### src/rtl/mig_bus_rr_arbiter_pkg.sv
// MIG native-bus layout shared by every MIG-bus block: widths, field offsets, slot helpers.
package mig_bus_rr_arbiter_pkg;

    localparam int MIG_ADDR_W     = 32;
    localparam int MIG_DATA_W     = 256;
    localparam int MIG_STRB_W     = MIG_DATA_W / 8;
    localparam int REQ_MIG_BUS_W  = 1 + MIG_ADDR_W + MIG_DATA_W + MIG_STRB_W;
    localparam int RESP_MIG_BUS_W = MIG_DATA_W + 1;

    // Field offsets within one slot, LSB-relative, for the default widths.
    localparam int REQ_STRB_OFS   = 0;
    localparam int REQ_WDATA_OFS  = MIG_STRB_W;
    localparam int REQ_ADDR_OFS   = MIG_STRB_W + MIG_DATA_W;
    localparam int REQ_VALID_OFS  = REQ_ADDR_OFS + MIG_ADDR_W;
    localparam int RESP_READY_OFS = 0;
    localparam int RESP_RDATA_OFS = 1;

    typedef struct packed {
        logic                  valid;
        logic [MIG_ADDR_W-1:0] addr;
        logic [MIG_DATA_W-1:0] wdata;
        logic [MIG_STRB_W-1:0] wstrb;
    } mig_req_t;

    typedef struct packed {
        logic [MIG_DATA_W-1:0] rdata;
        logic                  ready;
    } mig_resp_t;

    // Width-generic helpers for blocks that override the default widths.
    function automatic int req_bus_w(input int addr_w, input int data_w);
        return 1 + addr_w + data_w + data_w / 8;
    endfunction

    function automatic int resp_bus_w(input int data_w);
        return data_w + 1;
    endfunction

    function automatic int req_valid_bit(input int addr_w, input int data_w);
        return req_bus_w(addr_w, data_w) - 1;
    endfunction

    function automatic int req_slot_lsb(input int slot, input int addr_w, input int data_w);
        return slot * req_bus_w(addr_w, data_w);
    endfunction

    function automatic int resp_slot_lsb(input int slot, input int data_w);
        return slot * resp_bus_w(data_w);
    endfunction

endpackage

### src/rtl/mig_bus_rr_arbiter_rr_prio_enc.sv
// Round-robin priority encoder: first set request bit scanning ptr, ptr+1, ... mod N.
// Latency: combinational.
// Backpressure: none; pure function of req and ptr.
module rr_prio_enc #(
    parameter int N = 2
) (
    input  logic [N-1:0]         req,
    input  logic [$clog2(N)-1:0] ptr,
    output logic [$clog2(N)-1:0] idx,
    output logic                 any_vld
);

    localparam int             IDX_W = $clog2(N);
    localparam logic [IDX_W:0] N_EXT = (IDX_W + 1)'(N);

    logic [IDX_W:0] pos;

    // Scan from the farthest offset down so the nearest hit to ptr wins.
    // ptr is always < N, so a single subtract is enough to wrap.
    always_comb begin
        idx     = '0;
        any_vld = 1'b0;
        pos     = '0;
        for (int i = N - 1; i >= 0; i--) begin
            pos = {1'b0, ptr} + (IDX_W + 1)'(i);
            if (pos >= N_EXT) begin
                pos = pos - N_EXT;
            end
            if (req[pos[IDX_W-1:0]]) begin
                idx     = pos[IDX_W-1:0];
                any_vld = 1'b1;
            end
        end
    end

endmodule

### src/rtl/mig_bus_rr_arbiter.sv
// Round-robin arbiter of N cache back-ends onto one L2 MIG-bus front-end.
// Latency: 1 cycle from request in IDLE to s_req valid; one transaction in flight.
// Backpressure: grant held until L2 ready; ready routed only to the granted master.
module mig_bus_rr_arbiter
    import mig_bus_rr_arbiter_pkg::*;
#(
    parameter int ADDR_W    = MIG_ADDR_W,
    parameter int DATA_W    = MIG_DATA_W,
    parameter int N_MASTERS = 2
) (
    input  logic                                                 clk,
    input  logic                                                 rst,
    input  logic [N_MASTERS*(1+ADDR_W+DATA_W+DATA_W/8)-1:0]      m_req,
    output logic [N_MASTERS*(DATA_W+1)-1:0]                      m_resp,
    output logic [(1+ADDR_W+DATA_W+DATA_W/8)-1:0]                s_req,
    input  logic [DATA_W:0]                                      s_resp,
    output logic                                                 busy,
    output logic [$clog2(N_MASTERS)-1:0]                         grant_idx
);

    localparam int REQ_W   = req_bus_w(ADDR_W, DATA_W);
    localparam int RESP_W  = resp_bus_w(DATA_W);
    localparam int VLD_BIT = req_valid_bit(ADDR_W, DATA_W);
    localparam int IDX_W   = $clog2(N_MASTERS);

    typedef enum logic {
        IDLE  = 1'b0,
        GRANT = 1'b1
    } state_t;

    state_t             state, state_nxt;
    logic [IDX_W-1:0]   ptr, ptr_nxt;
    logic [IDX_W-1:0]   sel, sel_nxt;
    logic [REQ_W-1:0]   m_slot [N_MASTERS];
    logic [N_MASTERS-1:0] m_vld;
    logic [IDX_W-1:0]   enc_idx;
    logic               enc_any;
    logic               s_rdy;

    for (genvar i = 0; i < N_MASTERS; i++) begin : g_slot
        assign m_slot[i] = m_req[req_slot_lsb(i, ADDR_W, DATA_W) +: REQ_W];
        assign m_vld[i]  = m_slot[i][VLD_BIT];
    end

    assign s_rdy = s_resp[RESP_READY_OFS];

    rr_prio_enc #(
        .N (N_MASTERS)
    ) u_enc (
        .req     (m_vld),
        .ptr     (ptr),
        .idx     (enc_idx),
        .any_vld (enc_any)
    );

    always_ff @(posedge clk or posedge rst) begin
        if (rst) begin
            state <= IDLE;
            ptr   <= '0;
            sel   <= '0;
        end else begin
            state <= state_nxt;
            ptr   <= ptr_nxt;
            sel   <= sel_nxt;
        end
    end

    // GRANT always falls back to IDLE, so back-to-back grants are impossible.
    always_comb begin
        state_nxt = state;
        ptr_nxt   = ptr;
        sel_nxt   = sel;
        case (state)
            IDLE: begin
                if (enc_any) begin
                    state_nxt = GRANT;
                    sel_nxt   = enc_idx;
                end
            end
            GRANT: begin
                if (s_rdy) begin
                    state_nxt = IDLE;
                    ptr_nxt   = (sel == IDX_W'(N_MASTERS - 1)) ? '0 : sel + 1'b1;
                end
            end
            default: state_nxt = IDLE;
        endcase
    end

    // The selected slot is forwarded verbatim, including a dropped valid.
    always_comb begin
        s_req  = '0;
        m_resp = '0;
        for (int i = 0; i < N_MASTERS; i++) begin
            m_resp[i*RESP_W + RESP_RDATA_OFS +: DATA_W] = s_resp[RESP_RDATA_OFS +: DATA_W];
            if (state == GRANT && sel == IDX_W'(i)) begin
                s_req                               = m_slot[i];
                m_resp[i*RESP_W + RESP_READY_OFS]   = s_rdy;
            end
        end
    end

    assign busy      = (state == GRANT);
    assign grant_idx = sel;

endmodule

### config.mk
export PLATFORM = sky130hd
export DESIGN_NAME = mig_bus_rr_arbiter
export DESIGN_NICKNAME = d
export VERILOG_FILES = /design/src/rtl/mig_bus_rr_arbiter_pkg.sv /design/src/rtl/mig_bus_rr_arbiter_rr_prio_enc.sv /design/src/rtl/mig_bus_rr_arbiter.sv
export SDC_FILE = /design/constraint.sdc
export NUM_CORES = 1
export LEC_CHECK = 0
export ABC_CLOCK_PERIOD_IN_PS = 2750
export BUFFER_PORTS_ARGS = -buffer_cell sky130_fd_sc_hd__buf_2
export CORE_AREA = 2 2 668 670
export DETAILED_ROUTE_END_ITERATION = 10
export DIE_AREA = 0 0 670 672
export GPL_TIMING_DRIVEN = 0
export PLACE_DENSITY = 0.3
export SYNTH_ARGS = -nofsm -noshare
export SYNTH_HDL_FRONTEND = slang
export SYNTH_HIERARCHICAL = 1
export SYNTH_SLANG_ARGS = --single-unit
### constraint.sdc
create_clock -name clk -period 2.75 [get_ports clk]
set_input_delay 0.1375 -clock clk [delete_from_list [all_inputs] [get_ports clk]]
set_output_delay 0.1375 -clock clk [all_outputs]
set_load 0.01 [all_outputs]
==> impl_metrics.ini <==
[global_routing]
grt_max_degree = 11
grt_pass1_wl_um = 317800
grt_pass1_vias = 14500
gr-usage-all-layers_pct = 12.22
grt_remaining_overflow = 0
antenna_found_initial = 227

[floorplan]
rows = 245
start_util_pct = 2.217
fp.dieW_um = 670
coreArea_sq_um = 443600
dieHeight_um = 672
ios = 1738
fp.dieArea_sq_um = 450200

[route]
routed_wirelength_um = 286800
first_pass_iters = 5
vias = 15210
ant_nets = 0
drtIter0Drc = 777
drc = 0
vias_per_cell = 1.742
wire_per_inst_um = 32.87

[cells_and_area]
drive_gt1_share_pct = 76.32
finish.utilization_pct = 5.744
fin_cells = 8727
nNetsFinal = 3651
syn2layout_area_growth_pct = 159.0
fillerInstances = 52950

[outcome]
status = finished, final reports clean

[worst_setup_path]
crit_start = grant_idx
arrival_ns = 2.52
worst-path-max-fanout = 10
r2r-start = grant_idx
r2r_setup_slack_ns = 1.02
critPathKind = reg2out
cp.required_ns = 2.61
start_kind = register
r2r_cells = 6
endpoint_kind = primary output
worstReg2RegEnd = grant_idx
cp-endpoint = s_req[131]

[place]
gp_congestion = 0.9149
portBuffers = 1481
dp_cells = 8665
hpwl_um = 280200
dpl_worst_slack_ns = -0.7883

[run]
cap_violations = 0

[sta]
finClkSkew_ns = 0.003258
slew_headroom_pct = 47.92
timing.final.ws_setup_ns = 0.09035
fin_crit_sh_pct = 96.71
tightest_slew_ns = 0.7595
setup_viol = 0
fmax_ghz = 0.3760
slew_violations = 0
min_period_ns = 2.660
setup_tns_ns = 0
hold_violations = 0
hold_slack_ns = 0.2075

[logic_synthesis]
synth_top_area_share_pct = 39.69
synthTopCellsByArea = buf_4 40%, mux2i_1 33%, nor2b_1 20%
synth_fp_nets = 2143
yosysSeqAreaShare_pct = 0.7633
avgSynthCellArea_sq_um = 7.919
ys_types = 17
yosysWarnings = 6
synth_top_cell_by_area = buf_4
synth_seq_cells = 3
synth_area_sq_um = 9836
netlist_instances = 1242

[cts]
clk_latency_ns = 0.24
path_clk_slew_ns = 0.03
cts_tree = built
cts_root_buf = clkbuf_16
cts-htree-levels = 1
clockBufferDepth = 2
numCtsBuffers = 3
cts.sinks = 3

[power]
peakVddDrop_mv = 0.2492
p_per_area_nw_per_um2 = 581.8
cellLeakagePower_nw = 11.51

[hold_path]
hold_path.class = in2reg
-- sequential cells by signal (all words and copies together) (netlist names) --
name / count
busy: 1
ptr: 1
grant_idx: 1
-- per-layer routing --
| layer | global-route usage [%] | vias to the layer above | routed length, um |
|---|---|---|---|
| met4 | 1.020 | 126 | 3651 |
| met2 | 20.16 | 1329 | 131300 |
| met3 | 9.438 | 372 | 49520 |
| met5 | 0.5421 | - | 1238 |
| li1 | - | 6587 | - |
| met1 | 12.64 | 6792 | 101100 |
-- layout make-up --
type | count | area [sq um] | area share, %
multi-input combinational | 652 | 5518 | 21.66
clock buffer | 4 | 78.83 | 0.3094
buffer | 584 | 4543 | 17.83
tap | 5928 | 7417 | 29.11
sequential | 3 | 76.32 | 0.2996
antenna | 50 | 125.1 | 0.4911
inverter | 3 | 11.26 | 0.04420
timing repair buffer | 1503 | 7709 | 30.26
-- critical path, cell delays in order, from the launching register on --
cell and delay [ns]:
dfrtp_2 0.46, buf_12 0.15, buf_8 0.22, buf_8 0.23, mux2i_1 0.67, nor2b_1 0.27
buf_2 0.23
-- power breakdown --
part           total, mW  internal, mW  switching (mW)
Clock              0.231         0.191          0.0402
Combinational       14.5          4.87            9.63
Sequential        0.0987        0.0635          0.0352
Total               14.8          5.12            9.70
-- placed cells by master (no fill, tap or decap) --
cell type and count:
nor2_1 2, or2_1 1, clkbuf_4 2, dfrtp_1 2, diode_2 50, buf_12 5, and3_1 1, mux2i_1 290
clkbuf_2 5, buf_6 10, a21boi_1 1, a21oi_1 1, nor2b_1 320, nor2b_2 2, buf_4 530, clkbuf_1 27
mux2i_4 13, buf_8 32, buf_16 2, dfrtp_2 1, dlygate4sd3_1 1, inv_1 3, mux2i_2 18, buf_2 1474
a21o_1 1, nand2_1 1, clkbuf_16 3, mux2_2 1
-- cell families (layout without fill, tap and decap cells) --
| logic type | after synthesis | count (layout) | share of synthesized area [%] |
|---|---|---|---|
| flip-flops | 3 | 3 | 0.7632 |
| other | 0 | 50 | 0 |
| AND/OR/NAND/NOR | 327 | 327 | 20.72 |
| AO/OA/AOI/OAI | 3 | 3 | 0.2035 |
| multiplexers | 322 | 322 | 32.78 |
| buffers and inverters | 587 | 2094 | 45.53 |
-- timing repair --
action / 4_1_cts / 5_1_grt
endpoints found under the setup margin: 248 / 3
setup buffers: 7 / 0
hold buffers: 1 / 0
resized for setup: 59 / 4
pin swaps: 0 / 0
hold endpoints to repair: 3 / 0
-- per-stage QoR --
stage	instance area [sq um]	power [mW]
floorplan	9836	5.751
global placement	24660	14.72
detailed placement	24930	14.91
CTS	25340	15.57
global route	25370	15.85
finish	25480	14.82
-- worst min path at each step --
| stage | to | startpoint | cells past startpoint |
|---|---|---|---|
| after floorplan | busy | rst | 1 |
| after global placement | ptr | rst | 2 |
| after detailed placement | ptr | rst | 2 |
| after CTS | ptr | s_resp[0] | 3 |
| after global routing | ptr | s_resp[0] | 3 |
| final | ptr | s_resp[0] | 3 |
-- cells in the mapped netlist (all sizes together) --
cell / count
a21oi: 1
nand2: 1
or2: 1
a21boi: 1
nor2b: 322
buf: 552
a21o: 1
clkbuf: 32
mux2: 1
dfrtp: 3
inv: 3
nor2: 2
mux2i: 321
and3: 1
No activity file was read; power rests on OpenSTA's default activity.
